### src/rtl/mc_control.sv
// Multicycle main control FSM: sequences fetch/decode/execute states and drives
// every datapath enable, the ALU operation class and the jmor PC-from-MDR path.
module mc_control (
  input  logic       clk,
  input  logic       rst_n,
  input  logic [5:0] opcode,
  input  logic       jmorsig,
  input  logic       zero,
  input  logic       mem_ready,
  output logic       aluop2,
  output logic       aluop1,
  output logic       aluop0,
  output logic       pcwrite,
  output logic       pcwritecond,
  output logic       iord,
  output logic       memread,
  output logic       memwrite,
  output logic       irwrite,
  output logic       memtoreg,
  output logic       regwrite,
  output logic       regdst,
  output logic       alusrca,
  output logic [1:0] alusrcb,
  output logic [1:0] pcsource,
  output logic       illegal,
  output logic [3:0] state
);

  localparam logic [5:0] OP_R    = 6'b000000;
  localparam logic [5:0] OP_LW   = 6'b100011;
  localparam logic [5:0] OP_SW   = 6'b101011;
  localparam logic [5:0] OP_BEQ  = 6'b000100;
  localparam logic [5:0] OP_ANDI = 6'b001100;
  localparam logic [5:0] OP_J    = 6'b000010;

  typedef enum logic [3:0] {
    FETCH  = 4'd0,
    DECODE = 4'd1,
    MEMADR = 4'd2,
    MEMRD  = 4'd3,
    MEMWB  = 4'd4,
    MEMWR  = 4'd5,
    RTEXEC = 4'd6,
    RTWB   = 4'd7,
    BEQ    = 4'd8,
    JUMP   = 4'd9,
    ANDIEX = 4'd10,
    ANDIWB = 4'd11,
    JMORRD = 4'd12,
    JMORPC = 4'd13
  } state_t;

  // Per-state control word; 'fetch' marks the state whose irwrite/pcwrite follow mem_ready.
  typedef struct packed {
    logic [2:0] aluop;
    logic       pcwrite;
    logic       pcwritecond;
    logic       iord;
    logic       memread;
    logic       memwrite;
    logic       memtoreg;
    logic       regwrite;
    logic       regdst;
    logic       alusrca;
    logic [1:0] alusrcb;
    logic [1:0] pcsource;
    logic       fetch;
  } ctrl_t;

  state_t state_q;
  state_t state_nxt;
  ctrl_t  ctrl_q;
  logic   unused_zero;

  function automatic logic is_legal(input logic [5:0] op);
    is_legal = (op == OP_R) || (op == OP_LW) || (op == OP_SW) ||
               (op == OP_BEQ) || (op == OP_ANDI) || (op == OP_J);
  endfunction

  function automatic state_t next_state(input state_t s, input logic [5:0] op,
                                        input logic js, input logic rdy);
    next_state = FETCH;
    case (s)
      FETCH:  next_state = rdy ? DECODE : FETCH;
      DECODE: begin
        case (op)
          OP_LW, OP_SW: next_state = MEMADR;
          OP_R:         next_state = RTEXEC;
          OP_BEQ:       next_state = BEQ;
          OP_J:         next_state = JUMP;
          OP_ANDI:      next_state = ANDIEX;
          default:      next_state = FETCH;
        endcase
      end
      MEMADR: next_state = (op == OP_LW) ? MEMRD : MEMWR;
      MEMRD:  next_state = rdy ? MEMWB : MEMRD;
      MEMWB:  next_state = FETCH;
      MEMWR:  next_state = rdy ? FETCH : MEMWR;
      RTEXEC: next_state = js ? JMORRD : RTWB;
      RTWB:   next_state = FETCH;
      BEQ:    next_state = FETCH;
      JUMP:   next_state = FETCH;
      ANDIEX: next_state = ANDIWB;
      ANDIWB: next_state = FETCH;
      JMORRD: next_state = rdy ? JMORPC : JMORRD;
      JMORPC: next_state = FETCH;
      default: next_state = FETCH;
    endcase
  endfunction

  function automatic ctrl_t decode(input state_t s);
    decode = '0;
    case (s)
      FETCH: begin
        decode.memread = 1'b1;
        decode.alusrcb = 2'b01;
        decode.fetch   = 1'b1;
      end
      DECODE: decode.alusrcb = 2'b11;
      MEMADR: begin
        decode.alusrca = 1'b1;
        decode.alusrcb = 2'b10;
      end
      MEMRD, JMORRD: begin
        decode.memread = 1'b1;
        decode.iord    = 1'b1;
      end
      MEMWB: begin
        decode.regwrite = 1'b1;
        decode.memtoreg = 1'b1;
      end
      MEMWR: begin
        decode.memwrite = 1'b1;
        decode.iord     = 1'b1;
      end
      RTEXEC: begin
        decode.alusrca = 1'b1;
        decode.aluop   = 3'b010;
      end
      RTWB: begin
        decode.regwrite = 1'b1;
        decode.regdst   = 1'b1;
        decode.aluop    = 3'b010;
      end
      BEQ: begin
        decode.alusrca     = 1'b1;
        decode.aluop       = 3'b001;
        decode.pcwritecond = 1'b1;
        decode.pcsource    = 2'b01;
      end
      JUMP: begin
        decode.pcwrite  = 1'b1;
        decode.pcsource = 2'b10;
      end
      ANDIEX: begin
        decode.alusrca = 1'b1;
        decode.alusrcb = 2'b10;
        decode.aluop   = 3'b100;
      end
      ANDIWB: begin
        decode.regwrite = 1'b1;
        decode.aluop    = 3'b100;
      end
      JMORPC: begin
        decode.pcwrite  = 1'b1;
        decode.pcsource = 2'b11;
      end
      default: decode = '0;
    endcase
  endfunction

  assign state_nxt = next_state(state_q, opcode, jmorsig, mem_ready);

  // The control word is registered alongside the state so outputs come straight from flops.
  always_ff @(posedge clk) begin
    if (!rst_n) begin
      state_q <= FETCH;
      ctrl_q  <= decode(FETCH);
    end else begin
      state_q <= state_nxt;
      ctrl_q  <= decode(state_nxt);
    end
  end

  // The branch decision is taken in the datapath, which ANDs pcwritecond with zero.
  assign unused_zero = zero;

  assign aluop2      = ctrl_q.aluop[2];
  assign aluop1      = ctrl_q.aluop[1];
  assign aluop0      = ctrl_q.aluop[0];
  assign pcwrite     = ctrl_q.pcwrite | (ctrl_q.fetch & mem_ready);
  assign irwrite     = ctrl_q.fetch & mem_ready;
  assign pcwritecond = ctrl_q.pcwritecond;
  assign iord        = ctrl_q.iord;
  assign memread     = ctrl_q.memread;
  assign memwrite    = ctrl_q.memwrite;
  assign memtoreg    = ctrl_q.memtoreg;
  assign regwrite    = ctrl_q.regwrite;
  assign regdst      = ctrl_q.regdst;
  assign alusrca     = ctrl_q.alusrca;
  assign alusrcb     = ctrl_q.alusrcb;
  assign pcsource    = ctrl_q.pcsource;
  assign illegal     = (state_q == DECODE) && !is_legal(opcode);
  assign state       = state_q;

endmodule
### config.mk
export PLATFORM = sky130hd
export DESIGN_NAME = mc_control
export DESIGN_NICKNAME = d
export VERILOG_FILES = /design/src/rtl/mc_control.sv
export SDC_FILE = /design/constraint.sdc
export NUM_CORES = 1
export LEC_CHECK = 0
export BUFFER_PORTS_ARGS = -buffer_cell sky130_fd_sc_hd__buf_2
export CORE_UTILIZATION = 53
export CTS_CLUSTER_SIZE = 14
export DETAILED_ROUTE_END_ITERATION = 10
export PLACE_DENSITY = 0.82
export SLEW_MARGIN = 20
export SYNTH_ARGS = -nofsm -noshare
export SYNTH_HDL_FRONTEND = slang
export SYNTH_SLANG_ARGS = --single-unit
### constraint.sdc
create_clock -name clk -period 3.9 [get_ports clk]
set_input_delay 0.195 -clock clk [delete_from_list [all_inputs] [get_ports clk]]
set_output_delay 0.195 -clock clk [all_outputs]
set_load 0.03 [all_outputs]
# --- Yosys cells after proc, flatten, opt, wreduce, memory -nomap -nowiden ---
# Index checks and enable logic that the tools add are counted.
word_totals:
  regBits: 21
  in_bits: 11
classes:
  n_reduce_logical: 19
  bitwise: 2
  muxes: 21
  n_eq_ne: 25
op_table:
  columns: ["cell", "count"]
  rows:
  - ["4-bit == test, second input constant", 8]
  - ["4-bit one-hot mux with 8 select lines", 1]
  - ["4-bit by 3-bit == test with 1-bit output, second input constant", 6]
  - ["4-bit one-hot mux with 5 select lines", 1]
  - ["4-bit by 2-bit == test with 1-bit output, second input constant", 4]
  - ["6-bit == test, second input constant", 2]
  - ["1-bit two-way mux", 12]
  - ["2-bit one-hot mux with 3 select lines", 2]
  - ["2-bit OR reduction", 5]
  - ["3-bit two-way mux", 3]
  - ["3-bit one-hot mux with 3 select lines", 1]
  - ["3-bit OR reduction", 3]
  - ["4-bit by 1-bit == test with 1-bit output, second input constant", 2]
  - ["4-bit zero test", 2]
  - ["6-bit by 2-bit == test with 1-bit output, second input constant", 1]
  - ["6-bit by 3-bit == test with 1-bit output, second input constant", 1]
  - ["6-bit by 4-bit == test with 1-bit output, second input constant", 1]
  - ["6-bit zero test", 1]
  - ["1-bit logical OR", 5]
  - ["4-bit two-way mux", 1]
  - ["4-bit OR reduction", 1]
  - ["1-bit AND", 1]
  - ["1-bit logical AND", 1]
  - ["1-bit zero test", 1]
  - ["1-bit OR", 1]

# --- Depth between registers and ports, before layout ---
depth:
  ltp_word: 8
  mapped_depth: 7
  mapped_depth_nobuf: 6

# --- Worst setup path after synthesis ---
# OpenSTA, ideal clock, no wires.
synth_timing:
  kind: "register to register"
  start: "register state_q[2] (netlist: state[2])"
  end: "register ctrl_q, in the netlist iord"
  setup_ns: 0.096
  path_stages_with_launch: 8
  slack_ns: 1.857
  arrival_ns: 1.947
  path_cell_list: "dfxtp_1 > buf_6 > or4b_4 > o32ai_2 > a31oi_1 > and2_4 > xor2_1 > o41ai_2"
synth_between:
  elab_chain_cells: 5
synth_rtl:
  columns: ["element", "line_no", "text"]
  rows:
  - ["start, declared", "70", "state_t state_q;"]
  - ["start signal, assigned", "180", "state_q <= state_nxt;"]
  - ["4-bit == test, or another cell as far along", "83", "case (s)"]
  - ["4-bit one-hot mux with 8 select lines *", "83", null]
  - ["4-bit by 3-bit == test with 1-bit output, or another cell as far along", "113", "case (s)"]
  - ["3-bit OR reduction (no source line) *", null, null]
  - ["1-bit two-way mux *", "113", null]
  - ["end signal, assigned", "178", "ctrl_q <= decode(FETCH);"]
  - ["end signal, assigned", "181", "ctrl_q <= decode(state_nxt);"]
  - ["end, declared", "72", "ctrl_t ctrl_q;"]
# Mark *: on every way between the ends. The rest lies on a longest branch, timed or not.
# A chain may end at the register's enable or synchronous reset.

# --- Worst setup path in the final report ---
layout_timing:
  start: "register state_q[0] (netlist: state[0])"
  end: "register ctrl_q, in the netlist memread"
layout_between:
  elab_chain_cells: 5
layout_rtl:
  columns: ["element", "line_no"]
  rows:
  - ["4-bit == test, or another cell as far along", "83"]
  - ["4-bit one-hot mux with 8 select lines *", "83"]
  - ["4-bit by 2-bit == test with 1-bit output, or another cell as far along", "113"]
  - ["3-bit OR reduction (no source line) *", null]
  - ["1-bit two-way mux *", "113"]
# Marks and branches as above.

==> results by group <==
Timing
  • Max-slew headroom: 0.478
  • RSZ-0062 raised after global routing: no
  • Final min period: about 2.3 ns
  • Post-Route Skew: 0.00599 ns
  • Worst hold slack: about 0.17 ns
  • Final setup violation count: 0
  • Post-route clock period utilization: 0.594
  • Fin. max-slew vios: 0
  • Endpoints failing hold: 0
  • Fin Setup TNS: 0 ns
  • Peak Freq: around 0.43 GHz
  • Worst-margin pin slew: 0.783 ns

Global routing
  • Via count of the first global-routing pass: between 900 and 1000
  • First-pass GRT wire length: roughly 3900 um
  • GRT Util Overall: 0.251
  • Initial antenna violation count: 0
  • Total global routing overflow: 0
  • Pin count of the biggest net entering global routing: 15

Setup path
  • Reg-to-Reg Start: state[0]
  • Required time worst endpoint: between 4 and 5 ns
  • Worst reg2reg endpoint: memread
  • Critical Path Start: state[0]
  • Reg-to-reg slack, setup: about 1.6 ns
  • Element type at the critical path start: register
  • Setup crit end kind: register
  • CP arrival: roughly 2.5 ns
  • Worst r2r path cells: 4
  • Crit Path Max Fanout: 14
  • WS Path Type: register to register

Cells and area
  • Area Growth Syn to Fin: 14.0%
  • Share of cells above drive strength 1: 0.308
  • Commonest cells after routing, fill and taps aside: 31 x buf_2, 21 x dfxtp_1, 12 x nor2_1, 6 x o21ai_0, 6 x and3_1
  • Final layout net count: around 160
  • Antenna diodes: 0
  • Most common cell after layout, fill and taps aside: buf_2
  • Fillers: approximately 170

Job
  • Max-Cap Viols: 0

Pwr
  • VDD IR max: around 0.34 mV
  • Leak Pwr: approximately 0.57 nW
  • Comb pwr share: 0.152
  • Clock power frac: 0.260
  • Int Power: roughly 0.28 mW
  • Sw Ratio: 0.264
  • Sw Pwr: a little under 0.1 mW
  • PD cells: 310 nW/um2
  • Seq pwr share: 0.588

Synth
  • Synthesized Nets: around 130
  • Post-synth ARST share: 0
  • Cells after Synth: approximately 120
  • Register area share after synthesis: 0.395
  • Yosys cell types: 42
  • Main synth FF type: dfxtp_1
  • Synthesized area per cell: around 8.7 um2
  • Number of enable flip-flop cells after synthesis: 0
  • Ys Warns: 0
  • Syn Std Cell Area: about 1100 um2
  • Flops & latches, synth: 21

Floorplanning
  • Die area: around 2200 um2
  • Chip Height: approximately 47 um
  • I/O pins: 33
  • Core Area: between 1500 and 2000 um2
  • Row count: 15
  • Die width: around 47 um
  • Starting Density: 0.590

Routing
  • Top Layer Used: met4
  • Via count: 972
  • # DRC: 0
  • Met3 WL: about 160 um
  • Number of vias per cell: ~5.7
  • WL met2: approximately 1100 um
  • Total wire length: between 2000 and 2500 um
  • WL/cell: 13.8 um
  • Detailed router's first-iteration violation count: 19
  • Drt pass-1 iters: 4
  • Routed Antenna Nets: 0
  • Routed metal-1 wirelength: between 1000 and 1500 um

Clock tree
  • Hold-fix buffers, CTS: 0
  • CTS tree: yes
  • Setup Buffers After CTS: 0
  • Longest Clk Path Bufs: 2
  • Clk sinks: 21
  • Root buffer cell: clkbuf_4
  • Clk pin slew, worst setup/hold paths: 0.11 ns
  • H-tree level count: 1
  • Clk Latency, worst-skew pair: about 0.30 ns
  • Clock buffer count from CTS: 3
  • Post_cts resized: 0

Placed design
  • Routability cong.: roughly 0.83
  • HPWL Detailed: 1730 um
  • Buffers on Ports: 31

Worst hold path
  • Hold wc startpoint: rst_n
  • HP Class: input pin to register
  • Hold depth: 2
  • Hold Path Sink: ctrl_q[0]

Outcome
  • Status: finished clean
per-stage QoR:
| step | std cells | worst slack (ns) | util | instance area (um2) | power, mW |
|---|---|---|---|---|---|
| floorplan | 122 | 1.86 | - | 1060 | 0.267 |
| global placement | 167 | 1.68 | 0.658 | 1180 | 0.281 |
| detailed placement | 167 | 1.66 | 0.658 | 1180 | 0.282 |
| CTS | 171 | 1.61 | 0.673 | 1210 | 0.380 |
| global route | 171 | 1.44 | 0.673 | 1210 | 0.396 |
| finish | 171 | 1.58 | 0.673 | 1210 | 0.376 |
metal layers:
metal  GRT usage  up-vias
li1            -      480
met1       0.310      436
met2       0.414       47
met3      0.0692        9
met4      0.0971        0
met5           0        -
worst max-delay path: stages, from the launching register on:
cell and delay [ns]:
dfxtp_1 0.60, or4b_4 0.56, o22ai_1 0.63, nor2_1 0.16, o311ai_1 0.29
layout make-up:
type / count / area (um2) / area share
Clock inverter: 1 / 5.00 / 0.00413
Timing Repair Buffer: 31 / 155 / 0.128
Clock buffer: 3 / 22.5 / 0.0186
Sequential cell: 21 / 420 / 0.347
Tap cell: 25 / 31.3 / 0.0258
Multi-Input combinational cell: 87 / 567 / 0.467
Inverter: 3 / 11.3 / 0.00929
synthesized netlist by cell type (all sizes together) (2+ instances only):
library cell,number,area (um2)
dfxtp,21,420
nor2,13,51.3
o21ai,7,35.0
and3,6,37.5
buf,6,46.3
a21oi,5,25.0
clkbuf,5,18.8
nand2,5,18.8
nand2b,5,31.3
nand3,5,25.0
and2,4,27.5
nor3,4,31.3
inv,3,11.3
or3,3,18.8
xor2,3,26.3
a31oi,2,12.5
mux2i,2,20.0
nand3b,2,15.0
o22ai,2,12.5
o311ai,2,17.5
or2,2,12.5
cells by family (layout without fill, tap and decap cells):
| logic type | after synthesis | count (layout) | share of synthesized area |
|---|---|---|---|
| AOI/OAI and AO/OA | 26 | 26 | 0.180 |
| xor gates and xnor gates | 4 | 4 | 0.0329 |
| buffers and inverters | 14 | 38 | 0.0718 |
| DFF | 21 | 21 | 0.395 |
| muxes | 2 | 2 | 0.0188 |
| and+or+nand+nor | 55 | 55 | 0.301 |
registers in the layout (all words and copies together) (netlist names):
name	cells
aluop2	1
aluop1	1
iord	1
state	4
alusrcb	2
aluop0	1
memread	1
alusrca	1
pcwritecond	1
pcsource	2
regwrite	1
ctrl_q	2
regdst	1
memtoreg	1
memwrite	1
power groups by stage:
stage / combinational [mW] / clock (mW) / sequential (mW)
floorplan: 0.0385 / 0 / 0.228
global placement: 0.0548 / 0 / 0.226
detailed placement: 0.0561 / 0 / 0.226
CTS: 0.0565 / 0.102 / 0.221
global route: 0.0620 / 0.112 / 0.222
finish: 0.0571 / 0.0978 / 0.221
how the worst max path moves through the flow:
| stage | slack (ns) | to | depth (start not counted) |
|---|---|---|---|
| 2_1_floorplan | 1.86 | iord | 7 |
| 3_3_place_gp | 1.68 | memread | 4 |
| 3_5_place_dp | 1.66 | memread | 4 |
| 4_1_cts | 1.61 | memread | 4 |
| 5_1_grt | 1.44 | iord | 4 |
| 6_report | 1.58 | memread | 4 |
Note: power is estimated with default switching activity, not from simulation.
